===== src/rtl/accumulator_pkg.sv =====
// Shared types and width helpers for the frame accumulator: FSM state encoding
// and the index/counter widths derived from the frame geometry.
package accumulator_pkg;

  typedef enum logic [1:0] {
    ST_IDLE  = 2'd0,
    ST_ACCUM = 2'd1,
    ST_DUMP  = 2'd2
  } state_e;

  // Bits needed to address one bin of a frame.
  function automatic int bin_w(input int frame_len);
    return (frame_len > 1) ? $clog2(frame_len) : 1;
  endfunction

  // Bits needed to count 0..times completed frames inclusive.
  function automatic int frame_w(input int times);
    return $clog2(times) + 1;
  endfunction

endpackage


===== src/rtl/frame_accumulator_if.sv =====
// Sample-in / dump-out bundle of the frame accumulator. The master side drives
// the i_* controls and consumes the o_* results; the accumulator is the slave.
interface frame_accumulator_if
  import accumulator_pkg::*;
#(
  parameter int DATA_WIDTH       = 16,
  parameter int ACC_WIDTH        = 32,
  parameter int ACCUMULATE_TIMES = 8
) ();

  logic                                 i_start;
  logic                                 i_abort;
  logic                                 i_wr_valid;
  logic [DATA_WIDTH-1:0]                i_wr_data;
  logic                                 o_accum_valid;
  logic                                 i_accum_ready;
  logic [ACC_WIDTH-1:0]                 o_accum_data;
  logic                                 o_accum_last;
  logic                                 o_busy;
  logic [frame_w(ACCUMULATE_TIMES)-1:0] o_frames_done;
  logic                                 o_dropped;
  logic                                 o_sat;

  modport master (
    output i_start, i_abort, i_wr_valid, i_wr_data, i_accum_ready,
    input  o_accum_valid, o_accum_data, o_accum_last, o_busy,
           o_frames_done, o_dropped, o_sat
  );

  modport slave (
    input  i_start, i_abort, i_wr_valid, i_wr_data, i_accum_ready,
    output o_accum_valid, o_accum_data, o_accum_last, o_busy,
           o_frames_done, o_dropped, o_sat
  );

endinterface


===== src/rtl/sdp_ram.sv =====
// Simple dual-port RAM: one write port, one read port with a registered,
// enable-gated output so the read data holds while the consumer stalls.
module sdp_ram #(
  parameter int DEPTH = 32,
  parameter int WIDTH = 32,
  parameter int AW    = 5
) (
  input  logic             clk,
  input  logic             rst_n,
  input  logic             we,
  input  logic [AW-1:0]    waddr,
  input  logic [WIDTH-1:0] wdata,
  input  logic             re,
  input  logic [AW-1:0]    raddr,
  output logic [WIDTH-1:0] rdata
);

  logic [WIDTH-1:0] mem [DEPTH];

  // NOTE: the array has no reset so it maps onto block/distributed RAM;
  // only the output register is cleared, which RAM primitives support.
  always_ff @(posedge clk) begin
    if (we) mem[waddr] <= wdata;
  end

  always_ff @(posedge clk) begin
    if (!rst_n)  rdata <= '0;
    else if (re) rdata <= mem[raddr];
  end

endmodule


===== src/rtl/frame_accumulator.sv =====
// Sums ACCUMULATE_TIMES frames of FRAME_LEN samples bin-by-bin in RAM, then
// streams the bins out over a valid/ready port.
module frame_accumulator
  import accumulator_pkg::*;
#(
  parameter int DATA_WIDTH       = 16,
  parameter int ACC_WIDTH        = 32,
  parameter int FRAME_LEN        = 32,
  parameter int ACCUMULATE_TIMES = 8,
  parameter int SATURATE         = 1
) (
  input logic                 clk,
  input logic                 rst_n,
  frame_accumulator_if.slave  bus
);

  localparam int BW = bin_w(FRAME_LEN);
  localparam int FW = frame_w(ACCUMULATE_TIMES);
  localparam logic [BW-1:0] LAST_BIN   = BW'(FRAME_LEN - 1);
  localparam logic [FW-1:0] LAST_FRAME = FW'(ACCUMULATE_TIMES - 1);

  state_e state_q, state_d;

  logic [BW-1:0]         bin_idx_q;
  logic [FW-1:0]         frames_q;
  logic                  s1_valid_q;
  logic [BW-1:0]         s1_addr_q;
  logic [DATA_WIDTH-1:0] s1_data_q;
  logic                  s1_first_q;
  logic [BW-1:0]         dump_idx_q;
  logic                  dump_rd_done_q;
  logic                  dump_valid_q;
  logic                  dump_last_q;
  logic                  dropped_q;
  logic                  sat_q;

  logic                  accept;
  logic                  frame_end;
  logic                  run_end;
  logic                  beat_ack;
  logic                  dump_rd;
  logic                  dump_end;
  logic                  ram_re;
  logic [BW-1:0]         ram_raddr;
  logic [ACC_WIDTH-1:0]  ram_rdata;
  logic [ACC_WIDTH-1:0]  ram_wdata;
  logic [ACC_WIDTH-1:0]  base;
  logic [ACC_WIDTH:0]    sum;
  logic                  overflow;

  assign accept    = (state_q == ST_ACCUM) && bus.i_wr_valid && !bus.i_abort;
  assign frame_end = accept && (bin_idx_q == LAST_BIN);
  assign run_end   = frame_end && (frames_q == LAST_FRAME);
  assign beat_ack  = dump_valid_q && bus.i_accum_ready;
  assign dump_end  = beat_ack && dump_last_q;
  // A dump read is issued whenever the output slot is empty or being drained,
  // so the registered RAM output doubles as the stall-stable beat register.
  assign dump_rd   = (state_q == ST_DUMP) && !dump_rd_done_q && !bus.i_abort &&
                     (!dump_valid_q || bus.i_accum_ready);

  assign ram_re    = accept || dump_rd;
  assign ram_raddr = (state_q == ST_DUMP) ? dump_idx_q : bin_idx_q;

  // NOTE: every variable gets a default at the top of an always_comb block so
  // no path leaves it unassigned, which would otherwise infer a latch.
  always_comb begin
    state_d = state_q;
    if (bus.i_abort) begin
      state_d = ST_IDLE;
    end else begin
      case (state_q)
        ST_IDLE:  if (bus.i_start) state_d = ST_ACCUM;
        ST_ACCUM: if (run_end)     state_d = ST_DUMP;
        ST_DUMP:  if (dump_end)    state_d = ST_IDLE;
        default:                   state_d = ST_IDLE;
      endcase
    end
  end

  // NOTE: sequential state uses non-blocking assignments so every register
  // samples pre-edge values regardless of block ordering.
  always_ff @(posedge clk) begin
    if (!rst_n) state_q <= ST_IDLE;
    else        state_q <= state_d;
  end

  // Frame 0 overwrites the bin, so no clear pass is needed between runs.
  always_comb begin
    base      = s1_first_q ? '0 : ram_rdata;
    sum       = {1'b0, base} + (ACC_WIDTH + 1)'(s1_data_q);
    overflow  = sum[ACC_WIDTH];
    ram_wdata = sum[ACC_WIDTH-1:0];
    if (overflow && (SATURATE != 0)) ram_wdata = '1;
  end

  always_ff @(posedge clk) begin
    if (accept) begin
      s1_addr_q  <= bin_idx_q;
      s1_data_q  <= bus.i_wr_data;
      s1_first_q <= (frames_q == '0);
    end
  end

  always_ff @(posedge clk) begin
    if (!rst_n) begin
      bin_idx_q      <= '0;
      frames_q       <= '0;
      s1_valid_q     <= 1'b0;
      dump_idx_q     <= '0;
      dump_rd_done_q <= 1'b0;
      dump_valid_q   <= 1'b0;
      dump_last_q    <= 1'b0;
    end else begin
      s1_valid_q <= accept;
      if (bus.i_abort) begin
        bin_idx_q      <= '0;
        frames_q       <= '0;
        dump_idx_q     <= '0;
        dump_rd_done_q <= 1'b0;
        dump_valid_q   <= 1'b0;
        dump_last_q    <= 1'b0;
      end else begin
        if (accept) begin
          bin_idx_q <= frame_end ? '0 : bin_idx_q + BW'(1);
          if (frame_end) frames_q <= frames_q + FW'(1);
        end
        if (dump_rd) begin
          dump_valid_q <= 1'b1;
          dump_last_q  <= (dump_idx_q == LAST_BIN);
          if (dump_idx_q == LAST_BIN) begin
            dump_idx_q     <= '0;
            dump_rd_done_q <= 1'b1;
          end else begin
            dump_idx_q <= dump_idx_q + BW'(1);
          end
        end else if (beat_ack) begin
          dump_valid_q <= 1'b0;
          dump_last_q  <= 1'b0;
        end
        if (dump_end) begin
          frames_q       <= '0;
          dump_rd_done_q <= 1'b0;
        end
      end
    end
  end

  always_ff @(posedge clk) begin
    if (!rst_n) begin
      dropped_q <= 1'b0;
      sat_q     <= 1'b0;
    end else if ((state_q == ST_IDLE) && (state_d == ST_ACCUM)) begin
      dropped_q <= 1'b0;
      sat_q     <= 1'b0;
    end else begin
      if ((state_q == ST_DUMP) && bus.i_wr_valid && !bus.i_abort) dropped_q <= 1'b1;
      if (s1_valid_q && overflow) sat_q <= 1'b1;
    end
  end

  sdp_ram #(
    .DEPTH (FRAME_LEN),
    .WIDTH (ACC_WIDTH),
    .AW    (BW)
  ) u_ram (
    .clk   (clk),
    .rst_n (rst_n),
    .we    (s1_valid_q),
    .waddr (s1_addr_q),
    .wdata (ram_wdata),
    .re    (ram_re),
    .raddr (ram_raddr),
    .rdata (ram_rdata)
  );

  assign bus.o_accum_valid = dump_valid_q;
  assign bus.o_accum_data  = ram_rdata;
  assign bus.o_accum_last  = dump_last_q;
  assign bus.o_busy        = (state_q != ST_IDLE);
  assign bus.o_frames_done = frames_q;
  assign bus.o_dropped     = dropped_q;
  assign bus.o_sat         = sat_q;

endmodule


===== src/flat_wrapper.sv =====
// flat-port wrapper written by rule: the top's interface ports become plain ports
module frame_accumulator_flat import accumulator_pkg::*;
#(
  parameter int DATA_WIDTH       = 16,
  parameter int ACC_WIDTH        = 32,
  parameter int FRAME_LEN        = 32,
  parameter int ACCUMULATE_TIMES = 8,
  parameter int SATURATE         = 1
)
  (clk, rst_n, bus_i_start, bus_i_abort, bus_i_wr_valid, bus_i_wr_data, bus_i_accum_ready, bus_o_accum_valid, bus_o_accum_data, bus_o_accum_last, bus_o_busy, bus_o_frames_done, bus_o_dropped, bus_o_sat);
  frame_accumulator_if #(.DATA_WIDTH(DATA_WIDTH), .ACC_WIDTH(ACC_WIDTH), .ACCUMULATE_TIMES(ACCUMULATE_TIMES)) bus_i ();
  input logic clk;
  input logic rst_n;
  input wire logic [$bits(bus_i.i_start)-1:0] bus_i_start;
  input wire logic [$bits(bus_i.i_abort)-1:0] bus_i_abort;
  input wire logic [$bits(bus_i.i_wr_valid)-1:0] bus_i_wr_valid;
  input wire logic [$bits(bus_i.i_wr_data)-1:0] bus_i_wr_data;
  input wire logic [$bits(bus_i.i_accum_ready)-1:0] bus_i_accum_ready;
  output wire logic [$bits(bus_i.o_accum_valid)-1:0] bus_o_accum_valid;
  output wire logic [$bits(bus_i.o_accum_data)-1:0] bus_o_accum_data;
  output wire logic [$bits(bus_i.o_accum_last)-1:0] bus_o_accum_last;
  output wire logic [$bits(bus_i.o_busy)-1:0] bus_o_busy;
  output wire logic [$bits(bus_i.o_frames_done)-1:0] bus_o_frames_done;
  output wire logic [$bits(bus_i.o_dropped)-1:0] bus_o_dropped;
  output wire logic [$bits(bus_i.o_sat)-1:0] bus_o_sat;
  assign bus_i.i_start = bus_i_start;
  assign bus_i.i_abort = bus_i_abort;
  assign bus_i.i_wr_valid = bus_i_wr_valid;
  assign bus_i.i_wr_data = bus_i_wr_data;
  assign bus_i.i_accum_ready = bus_i_accum_ready;
  assign bus_o_accum_valid = bus_i.o_accum_valid;
  assign bus_o_accum_data = bus_i.o_accum_data;
  assign bus_o_accum_last = bus_i.o_accum_last;
  assign bus_o_busy = bus_i.o_busy;
  assign bus_o_frames_done = bus_i.o_frames_done;
  assign bus_o_dropped = bus_i.o_dropped;
  assign bus_o_sat = bus_i.o_sat;
  frame_accumulator #(.DATA_WIDTH(DATA_WIDTH), .ACC_WIDTH(ACC_WIDTH), .FRAME_LEN(FRAME_LEN), .ACCUMULATE_TIMES(ACCUMULATE_TIMES), .SATURATE(SATURATE)) u_core (.clk(clk), .rst_n(rst_n), .bus(bus_i));
endmodule

===== config.mk =====
export PLATFORM = sky130hd
export DESIGN_NAME = frame_accumulator_flat
export DESIGN_NICKNAME = d
export VERILOG_FILES = /design/src/rtl/accumulator_pkg.sv /design/src/rtl/frame_accumulator_if.sv /design/src/rtl/sdp_ram.sv /design/src/rtl/frame_accumulator.sv /design/src/flat_wrapper.sv
export SDC_FILE = /design/constraint.sdc
export NUM_CORES = 1
export LEC_CHECK = 0
export ABC_AREA = 1
export BUFFER_PORTS_ARGS = -buffer_cell sky130_fd_sc_hd__buf_2
export CORE_MARGIN = 2
export CORE_UTILIZATION = 30
export CTS_CLUSTER_DIAMETER = 120
export DETAILED_ROUTE_END_ITERATION = 6
export GPL_TIMING_DRIVEN = 0
export SLEW_MARGIN = 20
export SYNTH_ARGS = -nofsm -noshare
export SYNTH_HDL_FRONTEND = slang
export SYNTH_SLANG_ARGS = --single-unit

===== constraint.sdc =====
create_clock -name clk -period 9.5 [get_ports clk]
set_clock_uncertainty 0.2 [all_clocks]
set_input_delay 1.9 -clock clk [delete_from_list [all_inputs] [get_ports clk]]
set_output_delay 1.9 -clock clk [all_outputs]
set_load 0.02 [all_outputs]

# == Word-level counts from Yosys, hierarchy flattened ==
# Memory sizes are Yosys's and may differ from the RTL's. A register that Yosys moved wholly into a read port is not among the register bits.
# Cells that the tools add are included.
# word_totals
register_bits,44
mem_bits_rw,1024
input_bits,22
output_inout_bits,41
elab_cells,68
n_memories,1
# classes
add_sub_neg,4
n_eq_ne,6
n_mux,15
bitwise_logic,1
reduce_logical,28
# mem_list
name,words,word_bits,rd,rd_ports_with_merged_regs,write_ports,line,rtl
u_core.u_ram.mem,32,32,1,1,1,sdp_ram.sv:18,logic [WIDTH-1:0] mem [DEPTH];
# ops
cell,count
$mux 32,2
$add 32x16->33,1
$mux 5,3
$logic_and 1x1->1,13
$add 5x1->5 const B,2
$eq 5x5->1 const B,2
$mux 2,4
$pmux 2 s3,1
$mux 1,5
$add 4x1->4 const B,1
$eq 2x1->1 const B,2
$eq 4x3->1 const B,1
$logic_not 1->1,4
$logic_not 4->1,1
$reduce_and 2->1,2
$reduce_bool 2->1,2
$reduce_or 2->1,2
$reduce_or 3->1,1
$eq 2x2->1 const B,1
$logic_not 2->1,1
$logic_or 1x1->1,2
$not 1->1,1

# == Depth between registers and ports, before layout ==
# logic_depth
depth_word,11
mapped_depth,17
mapped_depth_nobuf,15

# == By module ==
# From an unflattened synthesis, not the netlist that was laid out.
# unflattened
cells_unflattened,4174
area_unflattened_um2,46505.9
# by_module_without_submodules
module,n_inst,cells_per_inst,area_each_um2
sdp_ram,1,3546,42630.9
frame_accumulator,1,628,3875.0

# == Least setup slack after synthesis ==
# No wires, ideal clock.
# synth_path
kind,register to register
start,reg u_core.s1_first_q
end,mem u_core.u_ram.mem[0][2] (data pin)
setup_time_ps,454
t_arrival_ps,2864
required_time_ps,8846
path_slack_ps,5982
path_stages_with_launch,9
path_buffers,2
path_cell_list,edfxtp_1 -> buf_2 -> clkbuf_1 -> nor2_1 -> ha_1 -> fa_1 -> nand2_1 -> inv_1 -> o21ai_0
# synth_via
elab_chain_len,3
# synth_lines
element,line,rtl
from (decl),frame_accumulator.sv:29,logic s1_first_q;
from (signal assigned),frame_accumulator.sv:100,s1_first_q <= (frames_q == '0);
$mux 32,frame_accumulator.sv:89,base = s1_first_q ? '0 : ram_rdata;
$add 32x16->33,frame_accumulator.sv:90,"sum = {1'b0, base} + (ACC_WIDTH + 1)'(s1_data_q);"
$mux 32,frame_accumulator.sv:93,if (overflow && (SATURATE != 0)) ram_wdata = '1;
net u_core.ram_wdata[2],frame_accumulator.sv:46,logic [ACC_WIDTH-1:0] ram_wdata;
to (decl),sdp_ram.sv:18,
# The timed path passes the listed nets, and every way through them passes these cells.

# == Worst setup path in the final report ==
# layout_path
start,reg u_core.s1_first_q
end,mem u_core.u_ram.mem[2][15] (data pin)
# The elaborated chain is that of the path after synthesis.

==> metrics.md <==
| Metric | Value |
|---|---|
| Max-Cap Viols | `0` |
| Slowest-stage cell, CP | `nand3_2` |
| Most frequent cells in the layout | `1142 x nand2_1, 1101 x inv_1, 1066 x nand3_1, 1046 x edfxtp_1, 198 x buf_2` |
| Fill cells | `16100` |
| Setup ws final | `4240 ps` |
| Syn_nets | `5041` |
| Post-place instance area | `54400 µm²` |
| Hold-fix buffers at CTS | `0` |
| PwrDens | `172 nW/µm²` |
| Die height | `410 µm` |
| Nets | `5285` |
| Design Area, Final | `58300 µm²` |
| Pre-Repair DR Iteration Count | `6` |
| Post-synthesis average cell area | `9.88 µm²` |
| Async set-reset flop share out of synthesis | `0` |
| Storage cell area | `32500 µm²` |
| HP Class | `register to register` |
| Largest net degree at the start of global routing | `33` |
| Placed cell count | `7301` |
| Reg2reg start | `u_core.s1_first_q` |
| Fin cells | `7517` |
| Crit path DAT | `5260 ps` |
| DRC viols | `0` |
| Clock Pin Slew Worst Setup and Hold Paths | `60 ps` |
| Post-synth EDFFs | `1046` |
| Initial Util | `0.303` |
| Crit Path Max Fanout | `32` |
| Multi-input logic area | `11900 µm²` |
| Max Slew Vio Count | `0` |
| Hold path start | `u_core.bus.o_sat` |
| Crit path launch | `u_core.s1_first_q` |
| All-Layer GR Usage | `0.186` |
| Post-route minimum period | `5260 ps` |
| Tcrit/Tclk final | `0.554` |
| Boundary Pins | `63` |
| FF-to-FF path depth | `12` |
| Hold_ws | `263 ps` |
| Die Span X | `410 µm` |
| Worst path max stage delay | `740 ps` |
| Fmax | `0.190 GHz` |
| CTS max path bufs | `3` |
| First-pass GRT wire length | `228000 µm` |
| Worst skew pair latency | `750 ps` |
| GR Overflow Total | `0` |
| Via Count | `35800` |
| Mapped cell area | `49400 µm²` |
| Setup Crit Path Kind | `register to register` |
| Standard-cell rows | `148` |
| Post-DP HPWL | `113000 µm` |
| Die area | `168000 µm²` |
| Synthesis-to-finish area growth | `18.1%` |
| WL final | `159000 µm` |
| FF-to-FF End | `u_core.u_ram.mem[2][15]` |
| Worst Setup EP | `u_core.u_ram.mem[2][15]` |
| Vias/cell | `4.76` |
| CTS root buf | `clkbuf_16` |
| Pre-CTS setup slack | `4330 ps` |
| Unrepaired setup endpoints after global routing | `false` |
| Relative slew slack | `0.275` |
| Hold Fails Final Rpt | `0` |
| Final Setup Violations | `0` |
| Antenna Nets Post-Route | `0` |
| Actual slew at the worst max-slew pin | `1080 ps` |
| CTS sink cnt | `1100` |
| Worst IR Drop VDD | `0.000136 V` |
| CP top delay family | `buffers and inverters` |
| H-tree depth | `3` |
| Post-route setup TNS | `0 ps` |
| Status | `complete, no violations` |
| Flops & latches, synth | `1100` |
| Critical path endpoint category | `register` |
| Gpl congestion | `0.942` |
| Synth cell types | `43` |
| Number of cells on the critical path | `12` |
| PostCTS Resize Cnt | `0` |
| Most common cell after layout, fill and taps aside | `nand2_1` |
| Syn Inst Count | `4996` |
| Routed wire per std cell | `21.2 µm` |
| Layout cells sized above 1 | `0.105` |
| Core Box Area | `163000 µm²` |
| Sequential element share of the synthesized area | `0.658` |
| TritonCTS clock tree | `done` |
| Yosys warnings | `0` |
| Lkg Pwr | `25.0 nW` |
| CP bufs+invs | `4` |
| Initial DRC count | `4338` |
| PortBufs | `62` |
| CP Launch Type | `register` |
| Chain of cells forming the critical path | `buf_2, clkbuf_1, buf_1, nor2_1, ha_1, a21oi_1, o21ai_0, a21oi_1, nand2_1, nand2_2, buf_2, nand3_2` |
| Antenna violations before repair | `15` |
| Reg2reg setup slack | `4240 ps` |
| Worst path required time | `9490 ps` |
| Vias in the first global route | `33700` |
| Predominant post-synthesis flop cell | `edfxtp_1` |
| Post-CTS setup buffers | `0` |
| Total CTS buffers | `112` |
==> stage by stage <==
| stage | utilization | power (W) |
|---|---|---|
| floorplan | - | 0.00543 |
| global placement | 0.321 | 0.00549 |
| detailed placement | 0.334 | 0.00550 |
| CTS | 0.357 | 0.0101 |
| global route | 0.357 | 0.0103 |
| finish | 0.357 | 0.0100 |
==> state kept, by name (all words and copies together), names as in the netlist, 2 cells and up <==
name	flops
u_core.bin_idx_q	5
u_core.s1_addr_q	5
u_core.state_q	2
u_core.s1_data_q	16
u_core.u_ram.mem	1024
u_core.bus.o_frames_done	4
u_core.dump_idx_q	5
u_core.u_ram.rdata	32
==> cell usage after synthesis, types with 4 or more instances <==
cell      number  share of area
nand2_1     1152          0.088
inv_1       1101          0.084
nand3_1     1087           0.11
edfxtp_1    1046           0.64
buf_2        136          0.014
nor2_1       105         0.0080
clkbuf_1      58         0.0044
a21oi_1       56         0.0057
dfxtp_1       54          0.022
o21ai_0       51         0.0052
buf_4         25         0.0038
ha_1          22         0.0056
buf_1         16         0.0012
nor3_1        12         0.0012
nand4_1        8         0.0010
or2_2          7        0.00089
xor2_1         7         0.0012
nand2_2        6        0.00076
buf_6          4        0.00091
clkinv_1       4        0.00030
o21ai_1        4        0.00041
==> power breakdown <==
part           internal [W]  switching, W  total [W]
logic             0.0000351      0.000104   0.000139
registers           0.00525     0.0000105    0.00526
clock network       0.00269       0.00194    0.00463
==> cell families (layout without fill, tap and decap cells) <==
kind of cell / count (synthesis) / in the layout / synth area share
and+or+nand+nor: 2389 / 2389 / 0.212
buffers and inverters: 1348 / 1691 / 0.108
DFF: 1100 / 1100 / 0.658
AOI/OAI and AO/OA: 127 / 127 / 0.0141
adders and majority gates: 23 / 23 / 0.00598
xor gates and xnor gates: 9 / 9 / 0.00160
other: 0 / 3 / 0
==> layer usage <==
| layer | part of all wire | up-vias | global-route usage | wire length, µm |
|---|---|---|---|---|
| met5 | 0.00023 | - | 0 | 37 |
| met4 | 0.046 | 6 | 0.0801 | 7340 |
| met3 | 0.090 | 326 | 0.0340 | 14400 |
| li1 | - | 16700 | - | - |
| met2 | 0.46 | 1623 | 0.299 | 72900 |
| met1 | 0.41 | 17200 | 0.244 | 64700 |
==> worst register-to-register path, delay by kind of cell, from the launching register on <==
| family | cells | cell delay, ps |
|---|---|---|
| AND/OR/NAND/NOR | 4 | 1430 |
| adder cells (fa/ha/maj) | 1 | 350 |
| flip-flops | 1 | 320 |
| buffers and inverters | 4 | 1740 |
| AO/OA/AOI/OAI | 3 | 650 |
==> worst min-delay path by stage <==
stage / to / depth (start not counted)
CTS: u_core.bus.o_sat / 2
finish: u_core.bus.o_sat / 2
global route: u_core.bus.o_sat / 2
global placement: u_core.dump_rd_done_q / 2
detailed placement: u_core.bus.o_sat / 2
floorplan: u_core.dump_rd_done_q / 2
==> final cells by class <==
type | count | share of cell area
Multi-Input combinational cell | 2548 | 0.204
Clock buffer | 134 | 0.0509
Antenna cell | 3 | 0.000129
Buffer | 239 | 0.0204
Inverter | 1109 | 0.0714
Clock inverter | 79 | 0.0153
Sequential cell | 1100 | 0.557
Timing Repair Buffer | 130 | 0.0334
Tap cell | 2175 | 0.0467
(Power assumes the default switching activity.)
